[config.mk]
export PLATFORM = sky130hd
export DESIGN_NAME = alu_serial
export DESIGN_NICKNAME = d
export VERILOG_FILES = /design/src/rtl/alu_serial.sv
export SDC_FILE = /design/constraint.sdc
export NUM_CORES = 1
export LEC_CHECK = 0
export BUFFER_PORTS_ARGS = -buffer_cell sky130_fd_sc_hd__buf_2
export CAP_MARGIN = 20
export CORE_ASPECT_RATIO = 0.9
export CORE_MARGIN = 2
export CORE_UTILIZATION = 54
export DETAILED_ROUTE_END_ITERATION = 6
export PLACE_DENSITY_LB_ADDON = 0.15
export SLEW_MARGIN = 15
export SYNTH_ARGS = -nofsm -noshare
export SYNTH_HDL_FRONTEND = slang
export SYNTH_SLANG_ARGS = --single-unit
export TNS_END_PERCENT = 30
[constraint.sdc]
create_clock -name clk -period 2.1 [get_ports clk]
set_clock_uncertainty 0.15 [all_clocks]
set_input_delay 0.525 -clock clk [delete_from_list [all_inputs] [get_ports clk]]
set_output_delay 0.525 -clock clk [all_outputs]
set_load 0.05 [all_outputs]
[src/rtl/alu_serial.sv]
// Hack ALU run SLICE bits per cycle, LSB first. The result appears N=WIDTH/SLICE edges after accept.
// Single op in flight: in_ready is low from accept until the cycle after the result handshake.
module alu_serial #(
  parameter int WIDTH = 16,
  parameter int SLICE = 1
) (
  input  logic             clk,
  input  logic             rst,
  input  logic             in_valid,
  output logic             in_ready,
  input  logic [WIDTH-1:0] x,
  input  logic [WIDTH-1:0] y,
  input  logic [5:0]       ctrl,
  output logic             out_valid,
  input  logic             out_ready,
  output logic [WIDTH-1:0] out,
  output logic             zr,
  output logic             ng
);
  localparam int N  = WIDTH / SLICE;
  localparam int CW = (N > 1) ? $clog2(N) : 1;
  localparam logic [CW-1:0] LAST = CW'(N - 1);

  typedef enum logic [1:0] {IDLE, RUN, DONE} state_t;

  state_t           state_q;
  logic [WIDTH-1:0] x_q, y_q, out_q;
  logic [5:0]       ctrl_q;
  logic             carry_q;
  logic [CW-1:0]    cnt_q;
  logic             in_ready_q, out_valid_q, zr_q, ng_q;

  logic [SLICE-1:0] xs, ys, r_s, os;
  logic [SLICE:0]   sum;
  logic             carry_d;
  logic [WIDTH-1:0] out_d;

  // x_q/y_q shift right each slice, so the active slice is always the low bits
  always_comb begin
    xs = ctrl_q[5] ? '0 : x_q[SLICE-1:0];
    if (ctrl_q[4]) xs = ~xs;
    ys = ctrl_q[3] ? '0 : y_q[SLICE-1:0];
    if (ctrl_q[2]) ys = ~ys;
    sum     = {1'b0, xs} + {1'b0, ys} + {{SLICE{1'b0}}, carry_q};
    r_s     = ctrl_q[1] ? sum[SLICE-1:0] : (xs & ys);
    os      = ctrl_q[0] ? ~r_s : r_s;
    carry_d = ctrl_q[1] ? sum[SLICE] : carry_q;
    out_d   = WIDTH'({os, out_q} >> SLICE);
  end

  always_ff @(posedge clk) begin
    if (rst) begin
      state_q     <= IDLE;
      in_ready_q  <= 1'b1;
      out_valid_q <= 1'b0;
      out_q       <= '0;
      zr_q        <= 1'b0;
      ng_q        <= 1'b0;
      carry_q     <= 1'b0;
      cnt_q       <= '0;
      x_q         <= '0;
      y_q         <= '0;
      ctrl_q      <= '0;
    end else begin
      case (state_q)
        IDLE: begin
          if (in_valid) begin
            x_q        <= x;
            y_q        <= y;
            ctrl_q     <= ctrl;
            carry_q    <= 1'b0;
            cnt_q      <= '0;
            in_ready_q <= 1'b0;
            state_q    <= RUN;
          end
        end
        RUN: begin
          x_q     <= x_q >> SLICE;
          y_q     <= y_q >> SLICE;
          out_q   <= out_d;
          carry_q <= carry_d;
          cnt_q   <= cnt_q + CW'(1);
          if (cnt_q == LAST) begin
            state_q     <= DONE;
            out_valid_q <= 1'b1;
            zr_q        <= (out_d == '0);
            ng_q        <= out_d[WIDTH-1];
          end
        end
        DONE: begin
          if (out_ready) begin
            out_valid_q <= 1'b0;
            in_ready_q  <= 1'b1;
            state_q     <= IDLE;
          end
        end
        default: state_q <= IDLE;
      endcase
    end
  end

  assign in_ready  = in_ready_q;
  assign out_valid = out_valid_q;
  assign out       = out_q;
  assign zr        = zr_q;
  assign ng        = ng_q;
endmodule

Yosys cells after proc, flatten, opt, wreduce, memory -nomap -nowiden

Cells that the tools add are included.

Div/mod/pow operators: 0
Add/subtract/negate cells: 3
Order comparisons: 0
Multiplexer cells: 24
Bitwise gates (word level): 4
Multipliers: 0
Shift operators: 0
Reductions and logical operators: 12
Equal/unequal tests: 7

Operators with widths:

| kind                                                | count |
|---|---|
| case mux 16 bit (2 select lines)                    | 2 |
| two-way mux 16 bit                                  | 2 |
| logical NOT 16 bit                                  | 1 |
| AND reduction 3 bit                                 | 4 |
| two-way mux 1 bit                                   | 11 |
| != test 2 bit, second input constant                | 4 |
| case mux 4 bit (2 select lines)                     | 1 |
| two-way mux 2 bit                                   | 3 |
| case mux 1 bit (2 select lines)                     | 3 |
| case mux 2 bit (3 select lines)                     | 1 |
| AND reduction 2 bit                                 | 3 |
| nonzero test 2 bit                                  | 3 |
| adder 4 x 1 -> 4 bit, second input constant         | 1 |
| equality test 4 bit, second input constant          | 1 |
| two-way mux 4 bit                                   | 1 |
| NOT 1 bit                                           | 3 |
| adder 1 x 1 -> 2 bit                                | 1 |
| adder 2 x 1 -> 2 bit                                | 1 |
| equality test 2 x 1 -> 1 bit, second input constant | 1 |
| equality test 2 bit, second input constant          | 1 |
| logical NOT 2 bit                                   | 1 |
| AND 1 bit                                           | 1 |

Output and inout port bits: 20
Input bits: 42
Memories kept: 0
Bits in latches: 0
Register bits: 65
RAM bits: 0
Word-level logic and storage cells: 61
ROM bits: 0

Logic depth before layout (Yosys ltp)

Gate-level depths: netlist of the first run.

Word-level depth: 9
Depth in mapped cells: 8
Mapped depth without buffers: 8

Worst setup path after synthesis of the first run

Ideal clock, no wire load.

Path type: reg2reg
Start point: reg x_q[0]
End point: reg zr_q, in the netlist zr
Slack: 0.201 ns
Setup time: 0.073 ns
Cell stages (with the launch flop): 8
Arrival: 1.675 ns
Cell sequence: dfxtp_1 -> nor2b_1 -> xnor2_1 -> fa_1 -> or2b_1 -> o31ai_2 -> nand3_1 -> o211ai_2

Longest elaborated chain between the ends: 9
Elaborated cells between the ends (all ways): 10
Classes of those cells: 2 x add/sub; 4 x mux; 3 x bitwise; 1 x reduce/logical

Ends and longest elaborated chain:

| item                   | line | RTL |
|---|---|---|
| from (decl)            | 27   | `logic [WIDTH-1:0] x_q, y_q, out_q;` |
| from (signal assigned) | 78   | `x_q <= x_q >> SLICE;` |
| two-way mux 1 bit *    | 40   | `xs = ctrl_q[5] ? '0 : x_q[SLICE-1:0];` |
| NOT 1 bit              | 41   | `if (ctrl_q[4]) xs = ~xs;` |
| two-way mux 1 bit *    | 41   |  |
| adder 1 x 1 -> 2 bit   | 44   | `sum = {1'b0, xs} + {1'b0, ys} + {{SLICE{1'b0}}, carry_q};` |
| adder 2 x 1 -> 2 bit   | 44   |  |
| two-way mux 1 bit *    | 45   | `r_s = ctrl_q[1] ? sum[SLICE-1:0] : (xs & ys);` |
| NOT 1 bit              | 46   | `os = ctrl_q[0] ? ~r_s : r_s;` |
| two-way mux 1 bit *    | 46   |  |
| logical NOT 16 bit *   | 86   | `zr_q <= (out_d == '0);` |
| to (signal assigned)   | 86   |  |
| to (decl)              | 31   | `logic in_ready_q, out_valid_q, zr_q, ng_q;` |

Every way passes the cells marked *; elsewhere a longest branch is shown, timed or not.
A chain may end at the register's enable or synchronous reset.

Worst setup path after layout of the first run

Start point: reg y_q[0]
End point: reg zr_q, in the netlist zr

Longest elaborated chain between the ends: 9
Elaborated cells between the ends (all ways): 10
Classes of those cells: 2 x add/sub; 4 x mux; 3 x bitwise; 1 x reduce/logical

Ends and longest elaborated chain:

| item                   | line | RTL |
|---|---|---|
| from (decl)            | 27   |  |
| from (signal assigned) | 69   | `y_q <= y;` |
| from (signal assigned) | 79   | `y_q <= y_q >> SLICE;` |
| two-way mux 1 bit *    | 42   | `ys = ctrl_q[3] ? '0 : y_q[SLICE-1:0];` |
| NOT 1 bit              | 43   | `if (ctrl_q[2]) ys = ~ys;` |
| two-way mux 1 bit *    | 43   |  |
| adder 1 x 1 -> 2 bit   | 44   |  |
| adder 2 x 1 -> 2 bit   | 44   |  |
| two-way mux 1 bit *    | 45   |  |
| NOT 1 bit              | 46   |  |
| two-way mux 1 bit *    | 46   |  |
| logical NOT 16 bit *   | 86   |  |

Marks and branches as above.

==> results of run 1 <==
## report_power, final
group	total, W	internal, W	switching (W)
Combinational	0.000346	0.000146	0.000200
Sequential	0.00135	0.00130	0.0000471
Clock	0.00110	0.000645	0.000456
Total	0.00280	0.00209	0.000703
## worst max path at each step
stage | from | end | depth (start not counted)
floorplan | x_q[0] | zr | 7
global placement | x_q[0] | zr | 7
detailed placement | x_q[0] | zr | 7
CTS | x_q[0] | zr | 7
global route | x_q[0] | zr | 7
finish | y_q[0] | zr | 7
## what timing repair did
action,in CTS,in global routing
setup endpoints to repair,0,3
resized for setup,0,5
hold buffers,0,0
## sequential cells by signal, summed over array words and instances, names as in the netlist, 2 cells and up
| register | cells |
|---|---|
| cnt_q | 4 |
| ctrl_q | 6 |
| out | 16 |
| state_q | 2 |
| x_q | 16 |
| y_q | 16 |
## cells in the mapped netlist (all sizes together) (3+ instances only)
cell,count
dfxtp,65
o221a,8
a21oi,49
inv,14
or2,3
nand2b,4
nand2,51
nand3,3
nor4,17
nor2,84
a2111oi,4
nor2b,6
clkbuf,11
nand3b,3
a22oi,4
buf,17
o21ai,7
## critical path: cells and delay by family, from the launching register on
| kind | cells | cell delay, ns |
|---|---|---|
| DFF | 1 | 0.31 |
| AOI/OAI and AO/OA | 2 | 0.21 |
| and+or+nand+nor | 3 | 0.56 |
| adders and majority gates | 1 | 0.46 |
| xor gates and xnor gates | 1 | 0.20 |
## cell usage in the layout, fill, tap and decap left out, types with 7 or more instances in the layout
cell type,n
nand2_1,51
a21oi_1,49
clkbuf_8,12
nor2_1,82
inv_1,14
buf_4,13
buf_2,61
dfxtp_1,65
nor4_1,16
o21ai_0,7
o221a_2,8
## through the flow
step	worst slack [ns]	cells	instance area (um^2)	hold slack, ns
2_1_floorplan	0.201	375	2900	0.287
3_3_place_gp	0.146	489	3270	0.292
3_5_place_dp	0.0766	489	3270	0.297
4_1_cts	0.0647	505	3480	0.258
5_1_grt	0.00296	505	3500	0.271
6_report	0.146	505	3500	0.271
## layer usage
metal / part of all wire / GRT usage / vias up
li1: - / - / 1395
met1: 0.49 / 0.339 / 1224
met2: 0.45 / 0.376 / 73
met3: 0.049 / 0.0811 / 6
met4: 0.014 / 0.0734 / 0
met5: 0 / 0 / -
## layout make-up
class	instances	area share
Multi-Input combinational cell	268	0.409
Sequential cell	65	0.372
Clock inverter	2	0.0100
Timing Repair Buffer	75	0.121
Inverter	14	0.0150
Clock buffer	14	0.0493
Tap cell	67	0.0239
## logic make-up after synthesis
kind of cell | count (synthesis)
simple gates | 178
compound gates | 85
flops | 65
buf+inv | 42
xor+xnor | 2
fa+ha+maj | 2
mux | 1
==> metrics.yaml, run 1 <==
ys_warn_count: 0
worst_pin_slew_ns: 0.459
period_minus_slack_ns: 1.95
synth_top_family_by_area: "simple AND/OR/NAND/NOR gates"
ctsRootBufferMaster: "clkbuf_8"
wl_per_cell_um: 13.2
drv_cap: 0
cts.sinks: 65
rsz0062_at_grt: "no"
core_um2: 5220
synthSimpleGateAreaFrac: 0.276
cts_tree: "built"
regArea_um2: 1300
min_period_over_period: 0.930
remaining_drc_errors: 0
final_hold_viol_count: 0
status: "complete, no violations"
h-tree-depth: 3
async_flop_share: 0
antenna_found_initial: 0
min_to: "ctrl_q[3]"
clk_pin_slew_worst_paths_ns: 0.07
grt_pass1_vias: 2451
syn_area_um2: 2900
initial_core_util: 0.555
end_kind: "flip-flop"
path_cells: "nor2b_2 > xnor2_2 > fa_1 > or2b_1 > o31ai_2 > nand3_1 > o211ai_2"
postSynthCellCount: 375
finalSetupTns_ns: 0
synth_seq_cells: 65
synth_ff_type: "dfxtp_1"
die_h_um: 73.5
post-dp-hpwl_um: 4540
die_x_um: 81.2
clk_latency_ns: 0.34
dieArea_um2: 5970
max_freq_mhz: 512
r2r-start: "y_q[0]"
drive_gt1_frac: 0.249
drt-pass1-iter-count: 5
place_congestion: 0.754
worst_ep_required_time_ns: 2.22
synth_top_area_frac: 0.449
hold_class: "in2reg"
synthTopCellsByArea: "dfxtp_1 (45%), nor2_1 (11%), a21oi_1 (8.5%)"
synth_compound_area_frac: 0.189
cts-buffers-inserted: 9
synthXorXnorAreaFrac: 0.00604
hp-start: "ctrl[3]"
power_density_nw_per_um2: 799
slew_viol_final: 0
slowest_delay_ns: 0.46
ff2ff_path_depth: 7
via_count: 2698
syn_to_final_growth_pct: 20.8
peakVddDrop_v: 0.000496
nNetsFinal: 477
track_usage: 0.248
cts_setup_buffers: 0
port_buffers: 61
post-route-util: 0.670
grt_remaining_overflow: 0
leakagePower_nw: 1.52
cts_buffer_depth: 2
yosysSeqAreaShare: 0.449
synth_adder_area_share: 0.0112
drt-total-wl_um: 6690
io_pins: 62
yosysTopAreaCell: "dfxtp_1"
postSynthAreaPerCell_um2: 7.73
setup.worst_path.class: "reg2reg"
cp.arrival_ns: 2.07
cp_max_fo: 6
fp-row-count: 25
r2r-end: "zr"
crit_path_start_kind: "flip-flop"
grt_start_max_net_pins: 32
power_w: 0.00280
grt_pass1_wl_um: 11300
rrSetupSlack_ns: 0.15
viasPerCell: 5.34
fill_cells: 463
diodes: 0
crit_slowest_cell: "fa_1"
muxShareOfSynthArea: 0.00389
syn_nets: 419
hold_depth: 3
synth_edf_count: 0
multi_input_area_um2: 1430
antenna_left: 0
relSlewSlack: 0.692
first_iter_violations: 101
setup_viol: 0
synth.distinct_cells: 44
(Power assumes the default switching activity.)
==> run 2, diff against run 1 <==
--- a/config.mk
+++ b/config.mk
@@ -9,7 +9,7 @@
 export CAP_MARGIN = 20
 export CORE_ASPECT_RATIO = 0.9
 export CORE_MARGIN = 2
-export CORE_UTILIZATION = 54
+export CORE_UTILIZATION = 55
 export DETAILED_ROUTE_END_ITERATION = 6
 export PLACE_DENSITY_LB_ADDON = 0.15
 export SLEW_MARGIN = 15
==> constraint.sdc (replaced) <==
create_clock -name clk -period 2.25 [get_ports clk]
set_clock_uncertainty 0.15 [all_clocks]
set_input_delay 0.5625 -clock clk [delete_from_list [all_inputs] [get_ports clk]]
set_output_delay 0.5625 -clock clk [all_outputs]
set_load 0.05 [all_outputs]
==> metrics.yaml, run 2 (synthesis results as in run 1) <==
status: "complete, no violations"
first_iter_violations: 184
worst_ep_required_time_ns: 2.37
worst_pin_slew_ns: 0.563
crit_path_start_kind: "flip-flop"
cp.arrival_ns: 2.18
remaining_drc_errors: 0
drt-total-wl_um: 6800
post-dp-hpwl_um: 4550
relSlewSlack: 0.624
fill_cells: 447
nNetsFinal: 475
diodes: 0
clk_latency_ns: 0.35
post-route-util: 0.675
power.switching_w: 0.000681
intPower_w: 0.00203
r2r-end: "zr"
grt_pass1_vias: 2571
setup_viol: 0
ctsResizeCount: 0
drive_gt1_frac: 0.241
grt_busiest_layer: "met2"
switching_share: 0.252
cts.sinks: 65
fp-row-count: 25
slew_viol_final: 0
ctsRootBufferMaster: "clkbuf_8"
rsz0062_at_grt: "no"
io_pins: 62
final_hold_viol_count: 0
hold_class: "in2reg"
ff2ff_path_depth: 7
grt_remaining_overflow: 0
layout_commonest_cell: "nor2_1"
cts-buffers-inserted: 9
setup.worst_path.class: "reg2reg"
die_h_um: 72.9
via_count: 2723
period_minus_slack_ns: 2.06
port_buffers: 61
syn_to_final_growth_pct: 20.2
cts_buffer_depth: 2
core_um2: 5160
p_comb_frac: 0.117
cts_tree: "built"
cp_max_fo: 6
rrSetupSlack_ns: 0.19
leakagePower_nw: 1.51
place_congestion: 0.755
max_freq_mhz: 486
antenna_left: 0
power_frac_clock: 0.417
drt-pass1-iter-count: 4
r2r-start: "x_q[0]"
most-common-layout-cells: "nor2_1 (82), dfxtp_1 (65), buf_2 (61), nand2_1 (51), a21oi_1 (49)"
drv_cap: 0
viasPerCell: 5.41
grt_util_met2: 0.411
grt_use_met1: 0.318
h-tree-depth: 3
grt_start_max_net_pins: 45
peakVddDrop_v: 0.000492
grt_pass1_wl_um: 11600
die_x_um: 80.5
antenna_found_initial: 0
end_kind: "flip-flop"
hold_buffers: 0
track_usage: 0.254
grtUsageMet3: 0.0928
clk_pin_slew_worst_paths_ns: 0.07
pwr-share-seq: 0.466
cts_setup_buffers: 0
wl_per_cell_um: 13.5
min_period_over_period: 0.914
power_density_nw_per_um2: 777
hold_depth: 3
dieArea_um2: 5870
holdWs_ns: 0.302
place_inst: 487
initial_core_util: 0.561
finalSetupTns_ns: 0
hp-start: "ctrl[3]"
fin_cells: 503
min_to: "ctrl_q[3]"
[run 2: cell count changes in the layout (fill, tap and decap cells not counted)]
cell | before | now
nor2b_2 | 1 | 0
nor2b_4 | 1 | 0
xnor2_2 | 2 | 0
clkinvlp_4 | 0 | 1
xnor2_1 | 0 | 2
clkinv_2 | 1 | 2
clkbuf_1 | 2 | 0
clkbuf_8 | 12 | 11
bufinv_16 | 1 | 2
nor2b_1 | 4 | 6
buf_4 | 13 | 11
[run 2: routing by layer]
metal / up-vias / share of wire
met5: - / 0
met4: 0 / 0.013
met3: 12 / 0.056
met2: 74 / 0.46
met1: 1248 / 0.47
li1: 1389 / -
[run 2: critical path, cell delays in order (launching register included)]
cell	delay [ns]
dfxtp_1	0.33
nor2b_1	0.14
xnor2_1	0.27
fa_1	0.46
or2b_1	0.24
o31ai_2	0.13
nand3_1	0.17
o211ai_2	0.10
[run 2: power groups by stage]
stage | Combinational (W) | Clock, W | Sequential (W)
3_5_place_dp | 0.000316 | 0 | 0.00129
5_1_grt | 0.000356 | 0.00120 | 0.00127
4_1_cts | 0.000317 | 0.00114 | 0.00126
3_3_place_gp | 0.000307 | 0 | 0.00128
2_1_floorplan | 0.000213 | 0 | 0.00128
6_report | 0.000317 | 0.00113 | 0.00126
[run 2: metrics by stage]
step / power [W] / instance area, um^2 / setup slack, ns
CTS: 0.00272 / 3480 / 0.183
global placement: 0.00159 / 3250 / 0.302
floorplan: 0.00150 / 2900 / 0.351
finish: 0.00271 / 3480 / 0.192
global route: 0.00283 / 3480 / 0.0229
detailed placement: 0.00160 / 3250 / 0.196
[run 2: area by class of cell]
| class | count | area [um^2] | share of cell area |
|---|---|---|---|
| multi-input cells | 268 | 1410 | 0.404 |
| flip-flops and latches | 65 | 1300 | 0.374 |
| repair buffers | 73 | 408 | 0.117 |
| clock buffers | 11 | 151 | 0.0435 |
| well taps | 67 | 83.8 | 0.0241 |
| clock inverters | 5 | 77.6 | 0.0223 |
| inverters | 14 | 52.6 | 0.0151 |
[run 2: how the worst max path moves through the flow]
stage	startpoint	endpoint	slack (ns)
final	x_q[0]	zr	0.19
after global routing	x_q[0]	ng	0.02
after CTS	x_q[0]	zr	0.18
after detailed placement	x_q[0]	zr	0.20
after global placement	x_q[0]	zr	0.30
after floorplan	x_q[0]	zr	0.35
==> run 3, diff against run 2 <==
--- a/config.mk
+++ b/config.mk
@@ -6,13 +6,14 @@
 export NUM_CORES = 1
 export LEC_CHECK = 0
 export BUFFER_PORTS_ARGS = -buffer_cell sky130_fd_sc_hd__buf_2
-export CAP_MARGIN = 20
+export CAP_MARGIN = 40
 export CORE_ASPECT_RATIO = 0.9
 export CORE_MARGIN = 2
 export CORE_UTILIZATION = 55
 export DETAILED_ROUTE_END_ITERATION = 6
 export PLACE_DENSITY_LB_ADDON = 0.15
-export SLEW_MARGIN = 15
+export RECOVER_POWER = 50
+export SLEW_MARGIN = 20
 export SYNTH_ARGS = -nofsm -noshare
 export SYNTH_HDL_FRONTEND = slang
 export SYNTH_SLANG_ARGS = --single-unit
==> metrics.yaml, run 3 (synthesis results as in run 1) <==
remaining_drc_errors: 0
cts_setup_buffers: 0
place_congestion: 0.755
die_h_um: 72.9
diodes: 0
period_minus_slack_ns: 2.08
fin_cells: 503
wl_per_cell_um: 13.6
setup.worst_path.class: "reg2reg"
place_inst: 487
slew_viol_final: 0
worst_ep_required_time_ns: 2.33
cts_tree: "built"
track_usage: 0.254
drt-pass1-iter-count: 5
power_w: 0.00270
cp.arrival_ns: 2.16
max_freq_mhz: 481
dieArea_um2: 5870
syn_to_final_growth_pct: 18.9
ctsRootBufferMaster: "clkbuf_8"
power_density_nw_per_um2: 784
die_x_um: 80.5
drt-total-wl_um: 6840
antenna_found_initial: 0
drive_gt1_frac: 0.188
layout_commonest_cell: "nor2_1"
rsz0062_at_grt: "no"
hold_class: "in2reg"
worst_pin_slew_ns: 0.923
antenna_left: 0
nNetsFinal: 475
via_count: 2751
min_period_over_period: 0.924
cts.sinks: 65
hold_buffers: 0
grt_start_max_net_pins: 45
core_um2: 5160
holdWs_ns: 0.305
leakagePower_nw: 1.42
fill_cells: 465
cts-buffers-inserted: 9
first_iter_violations: 208
path_cells: "nor2b_1 > xnor2_1 > fa_1 > or2b_1 > o31ai_2 > nand2_1 > o311ai_1"
cts_buffer_depth: 2
crit_path_start_kind: "flip-flop"
grt_pass1_vias: 2571
crit_buf_inv: 0
drv_cap: 0
crit_slowest_cell: "fa_1"
finalSetupTns_ns: 0
clk_latency_ns: 0.34
initial_core_util: 0.561
cp_max_fo: 6
setup_viol: 0
post-dp-hpwl_um: 4550
relSlewSlack: 0.382
h-tree-depth: 3
crit_family: "simple AND/OR/NAND/NOR gates"
end_kind: "flip-flop"
grt_remaining_overflow: 0
io_pins: 62
clk_pin_slew_worst_paths_ns: 0.07
ctsResizeCount: 0
slowest_delay_ns: 0.46
port_buffers: 61
final_cell_area_um2: 3440
final_hold_viol_count: 0
most-common-layout-cells: "nor2_1 (84), dfxtp_1 (65), nand2_1 (51), a21oi_1 (49), buf_2 (42)"
viasPerCell: 5.47
status: "complete, no violations"
grt_pass1_wl_um: 11600
fp-row-count: 25
placed_area_um2: 3250
peakVddDrop_v: 0.000462
run 3: cell types whose count changed in the layout (fill, tap and decap cells not counted), sizes merged:
cell    delta
buf       -22
clkbuf    +22
run 3: final timing paths:
| check | start | to | slack, ns | cells past startpoint |
|---|---|---|---|---|
| max reg2reg | x_q[0] | ng | 0.17 | 7 |
| max | x_q[0] | ng | 0.17 | 7 |
| min | ctrl[3] | ctrl_q[3] | 0.30 | 3 |
| min reg2reg | ctrl_q[3] | ctrl_q[3] | 0.30 | 2 |
run 3: area by class of cell:
class	instances	area, um^2	area share
Clock buffer	11	151	0.0440
Clock inverter	5	77.6	0.0225
Inverter	14	52.6	0.0153
Multi-Input combinational cell	268	1400	0.407
Sequential cell	65	1300	0.378
Tap cell	67	83.8	0.0243
Timing Repair Buffer	73	375	0.109
run 3: tightest hold or removal path: cells and delay by family:
kind | cells | cell delay [ns]
buffers and inverters | 1 | 0.09
AO/OA/AOI/OAI | 1 | 0.05
AND/OR/NAND/NOR | 1 | 0.04
run 3: metal layers:
layer  up-vias  wire (um)  GRT usage
met1      1276       3180      0.318
met3        10        375     0.0928
met4         0         72     0.0829
li1       1388          -          -
met2        77       3210      0.411
met5         -          0          0
run 3: power by group:
group	switching [W]	total (W)	internal [W]
clock network	0.000447	0.00113	0.000680
logic	0.000186	0.000312	0.000126
registers	0.0000451	0.00126	0.00122
run 3: through the flow:
| stage | util | setup slack [ns] |
|---|---|---|
| after floorplan | - | 0.351 |
| after global placement | 0.630 | 0.302 |
| after detailed placement | 0.630 | 0.196 |
| after CTS | 0.675 | 0.183 |
| after global routing | 0.667 | 0.0229 |
| final | 0.667 | 0.171 |
